`config.mk`:
```
export PLATFORM = sky130hd
export DESIGN_NAME = xs3_onehot_decoder
export DESIGN_NICKNAME = d
export VERILOG_FILES = /design/src/rtl/xs3_onehot_decoder.sv
export SDC_FILE = /design/constraint.sdc
export NUM_CORES = 1
export LEC_CHECK = 0
export CAP_MARGIN = 5
export CORE_ASPECT_RATIO = 0.6
export CORE_UTILIZATION = 33
export CTS_BUF_LIST = sky130_fd_sc_hd__clkbuf_8 sky130_fd_sc_hd__clkbuf_16
export DETAILED_ROUTE_END_ITERATION = 12
export PLACE_DENSITY = 0.59
export SETUP_SLACK_MARGIN = 0.3
export SKIP_CTS_REPAIR_TIMING = 1
export SYNTH_ARGS = -nofsm -noshare
export SYNTH_HDL_FRONTEND = slang
export SYNTH_SLANG_ARGS = --single-unit
```
`constraint.sdc`:
```
create_clock -name clk -period 1.47 [get_ports clk]
set_input_delay 0.294 -clock clk [delete_from_list [all_inputs] [get_ports clk]]
set_output_delay 0.294 -clock clk [all_outputs]
set_load 0.01 [all_outputs]
```
`src/rtl/xs3_onehot_decoder.sv`:
```
// xs3_onehot_decoder: two-stage valid/ready pipeline decoding excess-3 to BCD and 9-bit one-hot.
// Optional macro XS3_ERR_CNT_EN builds the saturating invalid-code counter; otherwise err_cnt is 0.
module xs3_onehot_decoder #(
    parameter int ERR_CNT_W = 8
) (
    input  logic                 clk,
    input  logic                 rst_n,
    input  logic [3:0]           xs3_in,
    input  logic                 in_valid,
    output logic                 in_ready,
    output logic [3:0]           bcd_out,
    output logic [8:0]           onehot_out,
    output logic                 out_err,
    output logic                 out_valid,
    input  logic                 out_ready,
    input  logic                 err_clr,
    output logic [ERR_CNT_W-1:0] err_cnt
);
    logic       r_s1_valid;
    logic       r_s1_err;
    logic [3:0] r_s1_bcd;
    logic       r_out_valid;
    logic       r_out_err;
    logic [3:0] r_bcd;
    logic [8:0] r_onehot;
    logic       w_in_fire;
    logic       w_in_err;
    logic       w_s1_adv;
    logic [3:0] w_bcd;
    logic [8:0] w_onehot;

    assign w_in_fire  = in_valid & in_ready;
    assign w_in_err   = (xs3_in < 4'd3) | (xs3_in > 4'd12);
    assign w_s1_adv   = r_s1_valid & (~r_out_valid | out_ready);
    assign in_ready   = ~r_s1_valid | w_s1_adv;
    assign w_bcd      = r_s1_err ? 4'd0 : r_s1_bcd;
    assign w_onehot   = (r_s1_err | (r_s1_bcd == 4'd0)) ? 9'd0 : 9'd1 << (r_s1_bcd - 4'd1);
    assign bcd_out    = r_bcd;
    assign onehot_out = r_onehot;
    assign out_err    = r_out_err;
    assign out_valid  = r_out_valid;

    always_ff @(posedge clk or negedge rst_n) begin
        if (!rst_n) begin
            r_s1_valid <= 1'b0;
            r_s1_err   <= 1'b0;
            r_s1_bcd   <= 4'd0;
        end else if (w_in_fire) begin
            r_s1_valid <= 1'b1;
            r_s1_err   <= w_in_err;
            r_s1_bcd   <= xs3_in - 4'd3;
        end else if (w_s1_adv) begin
            r_s1_valid <= 1'b0;
        end
    end

    // Output registers only change on an s1 advance, so data holds under backpressure.
    always_ff @(posedge clk or negedge rst_n) begin
        if (!rst_n) begin
            r_out_valid <= 1'b0;
            r_out_err   <= 1'b0;
            r_bcd       <= 4'd0;
            r_onehot    <= 9'd0;
        end else if (w_s1_adv) begin
            r_out_valid <= 1'b1;
            r_out_err   <= r_s1_err;
            r_bcd       <= w_bcd;
            r_onehot    <= w_onehot;
        end else if (out_ready) begin
            r_out_valid <= 1'b0;
        end
    end

`ifdef XS3_ERR_CNT_EN
    logic [ERR_CNT_W-1:0] r_err_cnt;

    always_ff @(posedge clk or negedge rst_n) begin
        if (!rst_n) r_err_cnt <= '0;
        else if (err_clr) r_err_cnt <= '0;
        else if (w_in_fire & w_in_err & ~&r_err_cnt) r_err_cnt <= r_err_cnt + 1'b1;
    end

    assign err_cnt = r_err_cnt;
`else
    logic w_unused_clr;

    assign w_unused_clr = err_clr;
    assign err_cnt      = '0;
`endif
endmodule

```
-- Word level (Yosys, flattened, before mapping)
Cells that the tools add are included.
Widths: inputs -> output; s select.
- eq/ne operators: 0
- magnitude comparators: 2
- bitwise gates (word level): 8
- muxes and demuxes: 6
- multipliers: 0
- reduce and logical (&&, ||, !) cells: 3
- $add $sub $neg: 2
- divide/modulo/power cells: 0
- shift-type cells: 1
- operators with widths (operator ; number):
    $mux 9 ; 1
    $shl 1x4->9 const A ; 1
    $gt 4x4->1 const B ; 1
    $logic_not 4->1 ; 1
    $lt 4x2->1 const B ; 1
    $mux 1 ; 4
    $mux 4 ; 1
    $or 1x1->1 ; 4
    $reduce_bool 2->1 ; 2
    $sub 4x1->4 const B ; 1
    $sub 4x2->4 const B ; 1
    $and 1x1->1 ; 2
    $not 1->1 ; 2
- logic and storage cells: 29
- bits in writable memories: 0
- bits in registers: 21
- memories: 0
- input bits: 9
- ROM bits: 0
- latch bits: 0

-- Longest topological paths before layout
Gate-level depths: netlist of run 1.
- word-level depth: 6
- gate-level depth with buffers: 4

-- Least setup slack after synthesis of run 1
No wires, ideal clock.
- kind: reg-to-reg
- from: reg r_out_valid (netlist: out_valid)
- to: reg r_bcd[1] (netlist: bcd_out[1])
- clock period less this slack: 1.201 ns
- setup slack: 0.269 ns
- required time: 1.345 ns
- arrival time: 1.076 ns
- cell stages (with the launch flop): 5
- cell sequence: dfrtp_1 -> nand2b_2 -> nand2_4 -> buf_6 -> mux2_4
- cells in the longest elaborated chain, start to end: 3
- ends and longest elaborated chain (what ; line ; RTL):
    start: declaration ; 22 ; logic r_out_valid;
    start signal: assignment ; 60 ; r_out_valid <= 1'b0;
    start signal: assignment ; 65 ; r_out_valid <= 1'b1;
    start signal: assignment ; 70 ; r_out_valid <= 1'b0;
    $not 1->1 ; 34 ; assign w_s1_adv = r_s1_valid & (~r_out_valid | out_ready);
    $or 1x1->1 ; 34 ;
    $and 1x1->1 ; 34 ;
    end signal: assignment ; 67 ; r_bcd <= w_bcd;
    end: declaration ; 24 ; logic [3:0] r_bcd;
No other way between the ends.
A chain may end at the register's enable or synchronous reset.

-- Worst setup path after layout of run 1
- from: reg r_out_valid (netlist: out_valid)
- to: out in_ready
- cells in the longest elaborated chain, start to end: 4
- ends and longest elaborated chain (what ; line ; RTL):
    $not 1->1 ; 34 ;
    $or 1x1->1 ; 34 ;
    $and 1x1->1 ; 34 ;
    $or 1x1->1 ; 35 ; assign in_ready = ~r_s1_valid | w_s1_adv;
    end: declaration ; 10 ; output logic in_ready,
No other way between the ends.

==> results of run 1 <==
## cell type report
cell class              count  area [µm²]
well taps                  42       52.55
fillers                   264        1403
clock inverters             1       3.754
repair buffers             32       350.3
clock buffers               3       41.29
flip-flops and latches     21       528.0
inverters                   2       7.507
multi-input cells          55       504.2
## report_power, final
part           switching, µW  internal (µW)
clock                    180            186
sequential              79.8            671
combinational            190            274
## per-stage QoR
step                area (µm²)  hold slack, ps  power [µW]  instances
global placement          1308           480.1        1194        150
global route              1488           420.2        1670        156
floorplan                 1044          -1.591       988.2         87
detailed placement        1308           476.2        1203        150
CTS                       1353           387.2        1573        154
finish                    1488           379.0        1581        156
## placed cells by master, fill, tap and decap left out
cell and n:
or3_1 1, nor2b_1 4, dlymetal6s2s_1 20, nand2_8 2, mux2_2 5, nand2_1 1, nand4b_1 1, xnor2_1 1
nor4_2 1, inv_1 3, conb_1 8, clkdlybuf4s50_1 2, nand3b_4 1, a21oi_1 1, clkbuf_8 3, or2_2 1
nand3b_1 2, clkbuf_2 1, nand3_1 2, nand2b_1 3, nand2b_4 1, mux2_4 6, o2bb2ai_2 2, buf_6 2
xor2_1 1, ha_2 1, nand4_1 1, dfrtp_1 19, o2bb2ai_1 6, buf_4 7, nor2_1 1, o21ai_1 1
ha_1 1, dfrtp_2 2
## worst paths after layout
kind / endpoint / startpoint / depth (start not counted)
max in group asynchronous: r_s1_valid$_DFFE_PN0P_ / rst_n / 2
worst min register to register: onehot_out[2]$_DFFE_PN0P_ / onehot_out[2]$_DFFE_PN0P_ / 1
worst min-delay path: onehot_out[0]$_DFFE_PN0P_ / rst_n / 2
worst max register to register: bcd_out[2]$_DFFE_PN0P_ / out_valid$_DFFE_PN0P_ / 4
worst max-delay path: in_ready / out_valid$_DFFE_PN0P_ / 2
min in group clk: onehot_out[2]$_DFFE_PN0P_ / onehot_out[2]$_DFFE_PN0P_ / 1
## kinds of logic (layout without fill, tap and decap cells)
logic type / count (synthesis) / count (layout) / share of synthesized area
AO/OA/AOI/OAI: 10 / 10 / 0.07930
XOR/XNOR: 2 / 2 / 0.01735
adder cells (fa/ha/maj): 2 / 2 / 0.02478
buffers and inverters: 11 / 38 / 0.07807
flip-flops: 21 / 21 / 0.5204
multiplexers: 11 / 11 / 0.1301
other: 1 / 8 / 0.003714
AND/OR/NAND/NOR: 22 / 22 / 0.1462
## state kept, by name, indices dropped and copies added (netlist names)
| signal | count |
|---|---|
| out_err | 1 |
| onehot_out | 9 |
| bcd_out | 4 |
| r_s1_err | 1 |
| out_valid | 1 |
| r_s1_bcd | 4 |
| r_s1_valid | 1 |
## layer usage
metal / vias to the layer above / GRT usage / routed length, µm / share of wire
met5: - / 0 / 0 / 0
met4: 0 / 0.02308 / 10 / 0.0052
met3: 2 / 0.04688 / 125 / 0.065
met2: 27 / 0.1648 / 789 / 0.41
met1: 335 / 0.1949 / 1002 / 0.52
li1: 336 / - / - / -
==> impl_metrics.tcl, run 1 <==
set metrics [dict create \
    overflow 0 \
    drcViolationCount 0 \
    clk_pin_slew_worst_paths_ps 70 \
    hold_violations 0 \
    viasPerCell 4.487 \
    num_antenna_cells 0 \
    min_period_ps 1216 \
    yosysTopAreaCell "dfrtp_1" \
    slowest_delay_ps 430 \
    ys_warn_count 0 \
    grtUsageTotal 0.1258 \
    grt_pass1_vias 631 \
    totalWireLength_mm 1.927 \
    cts_made_buffers 3 \
    synth_top_area_frac 0.5204 \
    cp-end-kind "primary output" \
    synth_seq_cells 21 \
    status "completed" \
    io_buffers 23 \
    grt_start_max_net_pins 22 \
    required_ps 1180 \
    cts_tree "done" \
    timing.setup.tns_ps 0 \
    cp_top_family "flip-flops" \
    ys.flop_type "dfrtp_1" \
    static-leakage-power_uw 0.0009095 \
    hold_path_class "input pin to async pin" \
    gp_congestion 0.7498 \
    pin_count 33 \
    worst-setup-path-type "flop to primary output" \
    grt_pass1_wl_mm 2.994 \
    drt_iter0_markers 48 \
    coreArea_um2 2890 \
    cts_root_buf "clkbuf_8" \
    worst_clock_skew_ps 1.474 \
    crit_chain "nand3b_4 -> dlymetal6s2s_1" \
    synth_area_leaders "dfrtp_1 (52%), mux2_2 (10%), o2bb2ai_1 (6.9%)" \
    die_width_um 73.41 \
    clk_latency_ps 260 \
    worst_slack_ps 254.4 \
    initial_core_util 0.3494 \
    ys_top_cells_by_count "dfrtp_1 (21), mux2_2 (9), buf_4 (8), o2bb2ai_1 (8), nor2b_1 (4)" \
    wl_per_cell_um 12.35 \
    cp.arrival_ps 920 \
    seq_area_frac_synth 0.5204 \
    cts.sinks 21 \
    cp_slowest_cell "dfrtp_2" \
    layout-drive-gt1-share 0.3070 \
    clockBufferDepth 2 \
    area_growth_pct 47.34 \
    synth_edf_count 0 \
    avgSynthCellArea_um2 12.62 \
    synth.most_common_cell "dfrtp_1" \
    peakVddDrop_uv 581.5 \
    setup_viol 0 \
    syn_inst 80 \
    rsz0062_at_grt "true" \
    final_util 0.5147 \
    start_kind "flop" \
    num_rows 15 \
    die_area_um2 3292 \
    r2r_setup_slack_ps 310 \
    fmax_mhz 822.7 \
    antenna_found_initial 0 \
    dp_hpwl_mm 1.364 \
    timing.final.crit_share 0.8269 \
    place_ws_ps -263.0 \
    drv_cap 0 \
    syn_area_um2 1010 \
    fin_nets 126 \
    vias 700 \
    final-max-slew-violation-count 0 \
    drt_pass1_iterations 4 \
    h-tree-depth 1 \
    synth_cell_types 28 \
    critPathBufInv 1 \
    dieHeight_um 44.85 \
    async_reset_ff_frac 1.000 \
    ant_nets 0 \
    pwr_density_cell_nw_per_um2 1063 \
    cp_max_fo 3 \
]
No activity file was read; power rests on OpenSTA's default activity.
==> run 2, diff against run 1 <==
PLACE_DENSITY = 0.61   (was 0.59)
clock period = 1 ns   (was 1.47 ns; I/O delays follow)
==> run 2 against run 1 <==
Against the previous run: the flow now finishes with violations (setup timing); register-to-register slack worse by 440 ps; sequential share of layout area down 1.2 points; sequential cell count unchanged; combinational power up 83%; critical path depth up 2.
==> impl_metrics.tcl, run 2 (synthesized netlist as in run 1, its figures left out) <==
set metrics [dict create \
    start_kind "flop" \
    wl_per_cell_um 12.93 \
    grt_start_max_net_pins 22 \
    initial_core_util 0.3494 \
    overflow 0 \
    final-max-slew-violation-count 0 \
    dp_hpwl_mm 1.506 \
    clockBufferDepth 2 \
    grt_pass1_wl_mm 3.277 \
    min_period_ps 1132 \
    hold_violations 0 \
    grtUsageTotal 0.1365 \
    r2r_start "out_valid$_DFFE_PN0P_" \
    die_area_um2 3292 \
    cts_made_buffers 3 \
    num_rows 15 \
    fmax_mhz 883.4 \
    cp_max_fo 5 \
    regArea_um2 529.3 \
    final_common_cell "dfrtp_1" \
    num_antenna_cells 0 \
    h-tree-depth 1 \
    peakVddDrop_uv 838.1 \
    drcViolationCount 0 \
    area_growth_pct 52.79 \
    clk_latency_ps 260 \
    viasPerCell 4.491 \
    static-leakage-power_uw 0.0007851 \
    cts.sinks 21 \
    antenna_found_initial 0 \
    fin_nets 139 \
    rsz0062_at_grt "true" \
    pin_count 33 \
    required_ps 1150 \
    layout-drive-gt1-share 0.5354 \
    hold_path_class "input pin to async pin" \
    largest_register_ff_count 9 \
    drt_iter0_markers 12 \
    clk_pin_slew_worst_paths_ps 80 \
    worst-setup-path-type "flop to flop" \
    pwr_density_cell_nw_per_um2 1624 \
    grt_pass1_vias 708 \
    totalWireLength_mm 2.186 \
    dieHeight_um 44.85 \
    gp_congestion 0.7452 \
    drt_pass1_iterations 4 \
    multiInputGateArea_um2 541.8 \
    worst_clock_skew_ps 1.976 \
    io_buffers 23 \
    worst_slack_ps -132.0 \
    cts_root_buf "clkbuf_8" \
    cts_tree "done" \
    ant_nets 0 \
    final_util 0.5338 \
    cp-end-kind "flop" \
    status "finished, violations left" \
    drv_cap 0 \
    crit_start "out_valid$_DFFE_PN0P_" \
    timing.setup.tns_ps -1789 \
    cp.arrival_ps 1280 \
    setup_viol 22 \
    final_cell_mix "dfrtp_1 (18), buf_4 (16), clkbuf_2 (13)" \
    power_uw 2505 \
    fillers 283 \
    vias 759 \
    coreArea_um2 2890 \
    timing.final.crit_share 1.132 \
    die_width_um 73.41 \
    violations "setup timing" \
]
run 2: cell count changes in the layout (fill, tap and decap cells not counted), moves of 5 or more:
cell,change
mux2_2,-5
clkbuf_2,+12
buf_4,+9
dlymetal6s2s_1,-16
mux2_4,+5
run 2: critical path, cell delays in order, from the launching register on:
cell and delay [ps]:
dfrtp_2 450, nand3b_4 90, buf_6 120, nand2_8 60
mux2_4 300
run 2: report_power, final:
part | total, µW | switching, µW | internal [µW]
Sequential | 1100 | 111 | 988
Clock | 559 | 281 | 278
Combinational | 847 | 339 | 508
run 2: routing by layer:
metal	part of all wire	vias up	global-route usage
met5	0	-	0
li1	-	361	-
met1	0.48	371	0.1842
met2	0.45	25	0.2093
met3	0.068	2	0.05804
met4	0.0037	0	0.02308
run 2: path summary, 6_finish.rpt:
path,endpoint,slack [ps],depth (start not counted)
max in group asynchronous,r_s1_valid$_DFFE_PN0P_,570,2
min,out_err$_DFFE_PN0P_,280,2
max reg2reg,r_s1_bcd[0]$_DFFE_PN0P_,-130,4
min reg2reg,onehot_out[1]$_DFFE_PN0P_,510,1
min in group clk,r_s1_valid$_DFFE_PN0P_,380,4
max,r_s1_bcd[0]$_DFFE_PN0P_,-130,4
run 2: final cells by class:
class                      instances  area share
tap                               42     0.03406
timing repair buffer              45      0.2368
inverter                           2    0.004866
sequential                        21      0.3431
clock inverter                     1    0.003244
multi-input combinational         55      0.3512
clock buffer                       3     0.02676
run 2: stage by stage:
step	hold WS, ps	setup WS [ps]	cell area [µm²]	std cells
4_1_cts	284.5	-549.6	1434	163
6_report	280.3	-132.0	1543	169
5_1_grt	291.6	-165.1	1543	169
3_5_place_dp	480.4	-576.5	1388	159
3_3_place_gp	480.8	-531.0	1388	159
2_1_floorplan	-95.59	-152.2	1044	87
